<file path="src/rtl/word_tx_serializer.sv">
// Word-to-byte serializer: queues 32-bit words in a small FIFO and hands them
// to a UART transmitter one byte at a time, least-significant byte first.
module word_tx_serializer #(
   parameter int DEPTH = 4
) (
   input  logic                     clk,
   input  logic                     rst,
   input  logic                     word_valid,
   input  logic [31:0]              word_data,
   output logic                     word_ready,
   output logic                     TX_enable,
   output logic [7:0]               TX_data,
   input  logic                     tx_busy,
   output logic [$clog2(DEPTH):0]   fifo_count,
   output logic                     busy
);

   localparam int AW = $clog2(DEPTH);
   localparam logic [AW:0] L_FULL = (AW+1)'(DEPTH);

   typedef enum logic [2:0] {
      IDLE,
      LOAD,
      SEND,
      WAIT_ACK,
      WAIT_DONE
   } state_t;

   state_t          r_state;
   state_t          w_next;
   logic [31:0]     r_mem [DEPTH];
   logic [AW-1:0]   r_wr_ptr;
   logic [AW-1:0]   r_rd_ptr;
   logic [AW:0]     r_count;
   logic [31:0]     r_shift;
   logic [1:0]      r_idx;
   logic [7:0]      r_tx_hold;
   logic [7:0]      w_byte;
   logic            w_push;
   logic            w_pop;

   assign word_ready = (r_count < L_FULL);
   assign w_push     = word_valid && word_ready;
   assign w_pop      = (r_state == LOAD);
   assign fifo_count = r_count;
   assign busy       = (r_state != IDLE) || (r_count != '0);

   always_ff @(posedge clk) begin
      if (!rst && w_push) begin
         r_mem[r_wr_ptr] <= word_data;
      end
   end

   // Push and pop may coincide in LOAD; the count then nets to zero change.
   always_ff @(posedge clk) begin
      if (rst) begin
         r_wr_ptr <= '0;
         r_rd_ptr <= '0;
         r_count  <= '0;
      end else begin
         if (w_push) begin
            r_wr_ptr <= r_wr_ptr + AW'(1);
         end
         if (w_pop) begin
            r_rd_ptr <= r_rd_ptr + AW'(1);
         end
         case ({w_push, w_pop})
            2'b10:   r_count <= r_count + (AW+1)'(1);
            2'b01:   r_count <= r_count - (AW+1)'(1);
            default: r_count <= r_count;
         endcase
      end
   end

   always_comb begin
      w_byte = r_shift[7:0];
      case (r_idx)
         2'd0: w_byte = r_shift[7:0];
         2'd1: w_byte = r_shift[15:8];
         2'd2: w_byte = r_shift[23:16];
         2'd3: w_byte = r_shift[31:24];
         default: w_byte = r_shift[7:0];
      endcase
   end

   always_ff @(posedge clk) begin
      if (rst) begin
         r_state   <= IDLE;
         r_idx     <= '0;
         r_shift   <= '0;
         r_tx_hold <= '0;
      end else begin
         r_state <= w_next;
         case (r_state)
            LOAD: begin
               r_shift <= r_mem[r_rd_ptr];
               r_idx   <= '0;
            end
            SEND: r_tx_hold <= w_byte;
            WAIT_DONE: begin
               if (!tx_busy && (r_idx != 2'd3)) begin
                  r_idx <= r_idx + 2'd1;
               end
            end
            default: ;
         endcase
      end
   end

   // TX_data shows the live byte during SEND and the last sent byte otherwise.
   always_comb begin
      w_next    = r_state;
      TX_enable = 1'b0;
      TX_data   = r_tx_hold;
      case (r_state)
         IDLE: begin
            if (r_count != '0) begin
               w_next = LOAD;
            end
         end
         LOAD: w_next = SEND;
         SEND: begin
            TX_enable = 1'b1;
            TX_data   = w_byte;
            w_next    = WAIT_ACK;
         end
         WAIT_ACK: begin
            if (tx_busy) begin
               w_next = WAIT_DONE;
            end
         end
         WAIT_DONE: begin
            if (!tx_busy) begin
               w_next = (r_idx == 2'd3) ? IDLE : SEND;
            end
         end
         default: w_next = IDLE;
      endcase
   end

endmodule

</file>
<file path="config.mk">
export PLATFORM = sky130hd
export DESIGN_NAME = word_tx_serializer
export DESIGN_NICKNAME = d
export VERILOG_FILES = /design/src/rtl/word_tx_serializer.sv
export SDC_FILE = /design/constraint.sdc
export NUM_CORES = 1
export LEC_CHECK = 0
export BUFFER_PORTS_ARGS = -buffer_cell sky130_fd_sc_hd__buf_2
export CAP_MARGIN = 20
export CORE_ASPECT_RATIO = 0.75
export CORE_UTILIZATION = 45
export DETAILED_ROUTE_END_ITERATION = 16
export PLACE_DENSITY_LB_ADDON = 0.25
export SLEW_MARGIN = 0
export SYNTH_ARGS = -nofsm -noshare
export SYNTH_HDL_FRONTEND = slang
export SYNTH_SLANG_ARGS = --single-unit
</file>
<file path="constraint.sdc">
create_clock -name clk -period 2.2 [get_ports clk]
set_clock_uncertainty 0.2 [all_clocks]
set_input_delay 0.11 -clock clk [delete_from_list [all_inputs] [get_ports clk]]
set_output_delay 0.11 -clock clk [all_outputs]
set_load 0.03 [all_outputs]
</file>
Yosys cells after proc, flatten, opt, wreduce, memory -nomap -nowiden --
Memory sizes are Yosys's and may differ from the RTL's. A register that Yosys moved wholly into a read port is not among the register bits. Index checks and enable logic that the tools add are counted. W data, S select, Z words.
Word-level totals: bits in writable memories 128, memories 1, flip-flop bits (word level) 20, input port bits 36, bits in read-only memories 0, latch bits 0
Cells by class: $lt $le $gt $ge 1, reduce and logical (&&, ||, !) cells 14, multipliers 0, bitwise logic cells 0, eq/ne operators 14, muxes and demuxes 13, shift operators 0, div/mod/pow operators 0, $add $sub $neg 5
Memories:
- r_mem | depth 4, bits a word 32, read ports 1, clocked after Yosys merged registers in 1, wr ports 1, line 31 | logic [31:0] r_mem [DEPTH];
Operators with widths (number):
- $pmux W8 S4 | 1
- $pmux W3 S5 | 1
- $ne A2 B2 Y1 const B | 5
- $mux W3 | 3
- $mux W8 | 1
- $add A2 B1 Y2 const B | 3
- $eq A2 B2 Y1 const B | 3
- $eq A3 B2 Y1 const B | 2
- $pmux W3 S2 | 1
- $reduce_bool A3 Y1 | 2
- $eq A2 B1 Y1 const B | 2
- $mux W2 | 2
- $pmux W2 S2 | 1
- $reduce_bool A2 Y1 | 2
- $add A3 B1 Y3 const B | 1
- $eq A3 B1 Y1 const B | 1
- $eq A3 B3 Y1 const B | 1
- $logic_and A1 B1 Y1 | 3
- $logic_not A3 Y1 | 1
- $lt A3 B3 Y1 const B | 1
- $mux W1 | 3
- $reduce_and A3 Y1 | 1
- $sub A3 B1 Y3 const B | 1
- $logic_not A1 Y1 | 2
- other kinds (3) | 3

Depth between registers and ports, before layout --
depth after elaboration 5, mapped depth 8, mapped depth without buffers 7

Least setup slack after synthesis --
No wires, ideal clock.
path kind register to register, start register r_count[2] (netlist: fifo_count[2]), end memory r_mem[0][0], enable pin, setup time 0.392 ns, path buffers 0, period minus slack after synthesis 2.242 ns, setup slack -0.042 ns, cell stages (with the launch flop) 4, data arrival time 1.650 ns, path through dfxtp_1 nand2b_1 nor2_1 and2_1
Between the ends: cells in the longest elaborated chain, start to end 5
RTL lines:
- from (decl) | line 34 | logic [AW:0] r_count;
- from (signal assigned) | line 68 | 2'b10: r_count <= r_count + (AW+1)'(1);
- from (signal assigned) | line 69 | 2'b01: r_count <= r_count - (AW+1)'(1);
- from (signal assigned) | line 70 | default: r_count <= r_count;
- $lt A3 B3 Y1 | line 42 | assign word_ready = (r_count < L_FULL);
- $logic_and A1 B1 Y1 | line 43 | assign w_push = word_valid && word_ready;
- $logic_and A1 B1 Y1 | line 49 | if (!rst && w_push) begin
- $mux W1 | line 49
- $mux W1 (not written as such) | line 50 | r_mem[r_wr_ptr] <= word_data;
- to (decl) | line 31
Every way passes these cells.

Worst setup path in the final report --
start register r_state[1], end output port TX_data[6]
Between the ends: cells in the longest elaborated chain, start to end 2
RTL lines:
- from (decl) | line 29 | state_t r_state;
- from (signal assigned) | line 93 | r_state <= w_next;
- $eq A3 B2 Y1 | line 115 | case (r_state)
- $mux W8
- to (decl) | line 12 | output logic [7:0] TX_data,
Every way passes these cells.

==> insert_results.sql <==
INSERT INTO impl_metrics (metric_group, metric, value, unit) VALUES
('critical_path', 'regToRegEndpoint', 'fifo_count[2]$_SDFFE_PP0P_', ''),
('critical_path', 'timing.critical_path.cells', 'or3b_4, buf_6, a221o_1, nand2_1, buf_6', ''),
('drt', 'avgViaCountPerCell', '5.29', ''),
('critical_path', 'setup.worst_path.class', 'reg -> out', ''),
('timing', 'report.final.slew_viol_count', '0', ''),
('yosys', 'fraction_of_synthesized_area_in_multiplexers', '0.109', ''),
('status', 'violations', 'negative setup slack', ''),
('hold_path', 'worstHoldPathType', 'in -> reg', ''),
('power', 'peak_supply_drop', '0.563', 'mV'),
('placement', 'finalWeightedCongestion', '0.774', ''),
('placement', 'half_perimeter_wire_length_of_the_detailed_placement_result', '8230', 'microns'),
('hold_path', 'holdPathStages', '2', ''),
('yosys', 'synth-xor-area-share', '0.00642', ''),
('final_layout', 'layout.filler_cells', '1122', ''),
('yosys', 'synth_nets', '443', ''),
('drt', 'drtPass1Iterations', '4', ''),
('critical_path', 'critical_path_required', '1.89', 'ns'),
('critical_path', 'worstPathBufferInverterCount', '2', ''),
('yosys', 'most_frequent_cell_after_synthesis', 'sky130_fd_sc_hd__edfxtp_1', ''),
('critical_path', 'crit_path_max_incr_delay', '0.48', 'ns'),
('status', 'run_status', 'complete, but fails checks', ''),
('drt', 'detailroute.via_count', '3780', ''),
('flow_run', 'max_cap_violations', '0', ''),
('final_layout', 'drive_gt1_frac', '0.338', ''),
('global_route', 'first_global_vias', '3832', ''),
('critical_path', 'cp_top_family', 'simple AND/OR/NAND/NOR gates', ''),
('global_route', 'globalRoute.totalOverflow', '0', ''),
('hold_path', 'hold_end', 'r_mem[3][9]$_DFFE_PP_', ''),
('yosys', 'yosysTopAreaCell', 'sky130_fd_sc_hd__edfxtp_1', ''),
('timing', 'setup_viol_count_final', '8', ''),
('drt', 'length_of_routed_wiring_on_met1', '6330', 'microns'),
('critical_path', 'cp-end-kind', 'output port', ''),
('timing', 'finalWorstPathRequiredPeriod', '2.34', 'ns'),
('yosys', 'synth_area_leaders', 'sky130_fd_sc_hd__edfxtp_1 56%, sky130_fd_sc_hd__dfxtp_1 15%, sky130_fd_sc_hd__mux4_2 11%, sky130_fd_sc_hd__a22o_1 4.1%, sky130_fd_sc_hd__ha_1 1.7%', ''),
('timing', 'finalWorstSetupSlack', '-0.140', 'ns'),
('cts', 'clock_sink_count', '180', ''),
('timing', 'slew_headroom', '0.541', ''),
('floorplanning', 'design.core.area', '14600', 'sq um'),
('final_layout', 'nets', '549', ''),
('yosys', 'synth.avg_cell_area', '17.2', 'sq um'),
('yosys', 'post_synth_instance_area', '6820', 'sq um'),
('floorplanning', 'initial_utilization', '0.466', ''),
('yosys', 'synth_compound_gate_area_share', '0.0835', ''),
('final_layout', 'synthToLayoutAreaGrowth', '26.6', '%'),
('global_route', 'first_pass_grt_wire_length', '20800', 'microns'),
('floorplanning', 'floorplan.die_area', '15700', 'sq um'),
('drt', 'drt_drc_violations_left', '0', ''),
('global_route', 'grt_max_degree', '34', ''),
('drt', 'drt-initial-drc-count', '216', ''),
('critical_path', 'cp.arrival', '2.03', 'ns'),
('placement', 'placement.io_buffers', '49', ''),
('critical_path', 'timing.critical_path.slowest_stage_cell', 'sky130_fd_sc_hd__or3b_4', ''),
('timing', 'max_freq', '0.427', 'GHz'),
('yosys', 'number_of_standard_cells_after_synthesis', '397', ''),
('power', 'power_density', '1070', 'nW/um^2'),
('floorplanning', 'die_y', '109', 'microns'),
('critical_path', 'rr_worst_depth', '8', ''),
('timing', 'holdWs', '0.236', 'ns'),
('final_layout', 'num_antenna_cells', '0', ''),
('placement', 'preCtsSetupSlack', '0.116', 'ns'),
('global_route', 'antenna_found_initial', '0', ''),
('drt', 'final_antenna_net_count', '0', ''),
('global_route', 'global_route.usage.total', '0.188', ''),
('cts', 'number_of_buffers_added_by_the_clock_tree_synthesis_step', '17', ''),
('drt', 'routed_met3_length', '674', 'microns'),
('drt', 'topRoutingLayerUsed', 'met4', ''),
('power', 'p_leak', '3.04', 'nW'),
('cts', 'maximum_clock_insertion_buffer_count', '2', ''),
('yosys', 'synth_top_flop_cell', 'sky130_fd_sc_hd__edfxtp_1', ''),
('yosys', 'synthSimpleGateAreaFrac', '0.0371', ''),
('cts', 'clk_root_buffer_cell', 'sky130_fd_sc_hd__clkbuf_16', '');
## layout by cell type, fill, tap and decap left out, drive strengths merged, types with 4 or more instances in the layout
cell type / netlist / final
edfxtp: 128 / 128
buf: 14 / 78
dfxtp: 52 / 52
dlygate4sd3: 0 / 35
mux4: 32 / 32
a22o: 32 / 32
inv: 20 / 27
a21oi: 22 / 22
clkbuf: 12 / 17
nand2: 16 / 16
nor2: 9 / 9
ha: 9 / 9
a22oi: 8 / 8
a221o: 8 / 8
and2: 4 / 4
clkinv: 0 / 4
## worst reg2reg max path, cell delays in order (launching register included)
cell and delay (ns):
sky130_fd_sc_hd__dfxtp_2 0.34, sky130_fd_sc_hd__buf_6 0.11, sky130_fd_sc_hd__nor3b_4 0.20, sky130_fd_sc_hd__ha_2 0.22
sky130_fd_sc_hd__inv_2 0.04, sky130_fd_sc_hd__fa_2 0.34, sky130_fd_sc_hd__xor2_2 0.16, sky130_fd_sc_hd__or3_4 0.36
sky130_fd_sc_hd__a21oi_2 0.11
## what timing repair did
item / in CTS / in global routing
hold buffers: 35 / 0
buffers inserted: 6 / 3
gates resized for setup: 27 / 27
hold endpoints to repair: 144 / 0
pin swaps: 2 / 9
setup endpoints to repair: 10 / 11
## sequential cells by signal, indices dropped and copies added, names as in the netlist
name        flops
r_wr_ptr        2
fifo_count      3
r_shift        32
r_idx           2
r_rd_ptr        2
r_mem         128
r_tx_hold       8
r_state         3
## layout make-up
class	instances	area, sq um	share of cell area
multi-input combinational	171	1870	0.217
inverter	20	75.1	0.00870
tap	200	250	0.0290
sequential	180	4890	0.567
clock buffer	17	425	0.0493
clock inverter	14	161	0.0187
timing repair buffer	113	961	0.111
## worst max path at each step
stage / start / to / slack (ns)
2_1_floorplan: r_state[0]$_SDFFE_PP0P_ / fifo_count[2]$_SDFFE_PP0P_ / 0.03
3_3_place_gp: r_state[2]$_SDFFE_PP0P_ / TX_data[0] / 0.14
3_5_place_dp: r_state[1]$_SDFFE_PP0P_ / fifo_count[2]$_SDFFE_PP0P_ / 0.12
4_1_cts: r_state[2]$_SDFFE_PP0P_ / TX_data[5] / -0.13
5_1_grt: r_state[0]$_SDFFE_PP0P_ / TX_data[6] / -0.19
6_report: r_state[1]$_SDFFE_PP0P_ / TX_data[6] / -0.14
## routing by layer
metal	global-route usage	vias to the layer above
met5	0	-
met4	0.0677	0
met3	0.0509	11
met2	0.287	94
met1	0.259	1911
li1	-	1764
## kinds of logic (layout without fill, tap and decap cells)
group / Yosys count / after routing
adder cells (fa/ha/maj): 10 / 10
XOR/XNOR: 5 / 5
multiplexers: 34 / 34
buffers and inverters: 46 / 164
AND/OR/NAND/NOR: 47 / 47
flip-flops: 180 / 180
AO/OA/AOI/OAI: 75 / 75
## power breakdown
group / leakage [nW] / internal [W] / switching (W)
Sequential: 1.59 / 0.00401 / 0.000199
Combinational: 1.17 / 0.000993 / 0.00104
Clock: 0.282 / 0.00161 / 0.00136
Total: 3.04 / 0.00661 / 0.00260
## metrics by stage
| step | instances | utilization | cell area [sq um] | power, W | setup TNS [ns] |
|---|---|---|---|---|---|
| floorplan | 397 | - | 6830 | 0.00551 | 0 |
| global placement | 639 | 0.508 | 7440 | 0.00607 | 0 |
| detailed placement | 640 | 0.509 | 7450 | 0.00613 | 0 |
| CTS | 712 | 0.583 | 8530 | 0.00919 | -0.659 |
| global route | 715 | 0.590 | 8630 | 0.00963 | -1.14 |
| finish | 715 | 0.590 | 8630 | 0.00921 | -0.701 |
No activity file was read; power rests on OpenSTA's default activity.
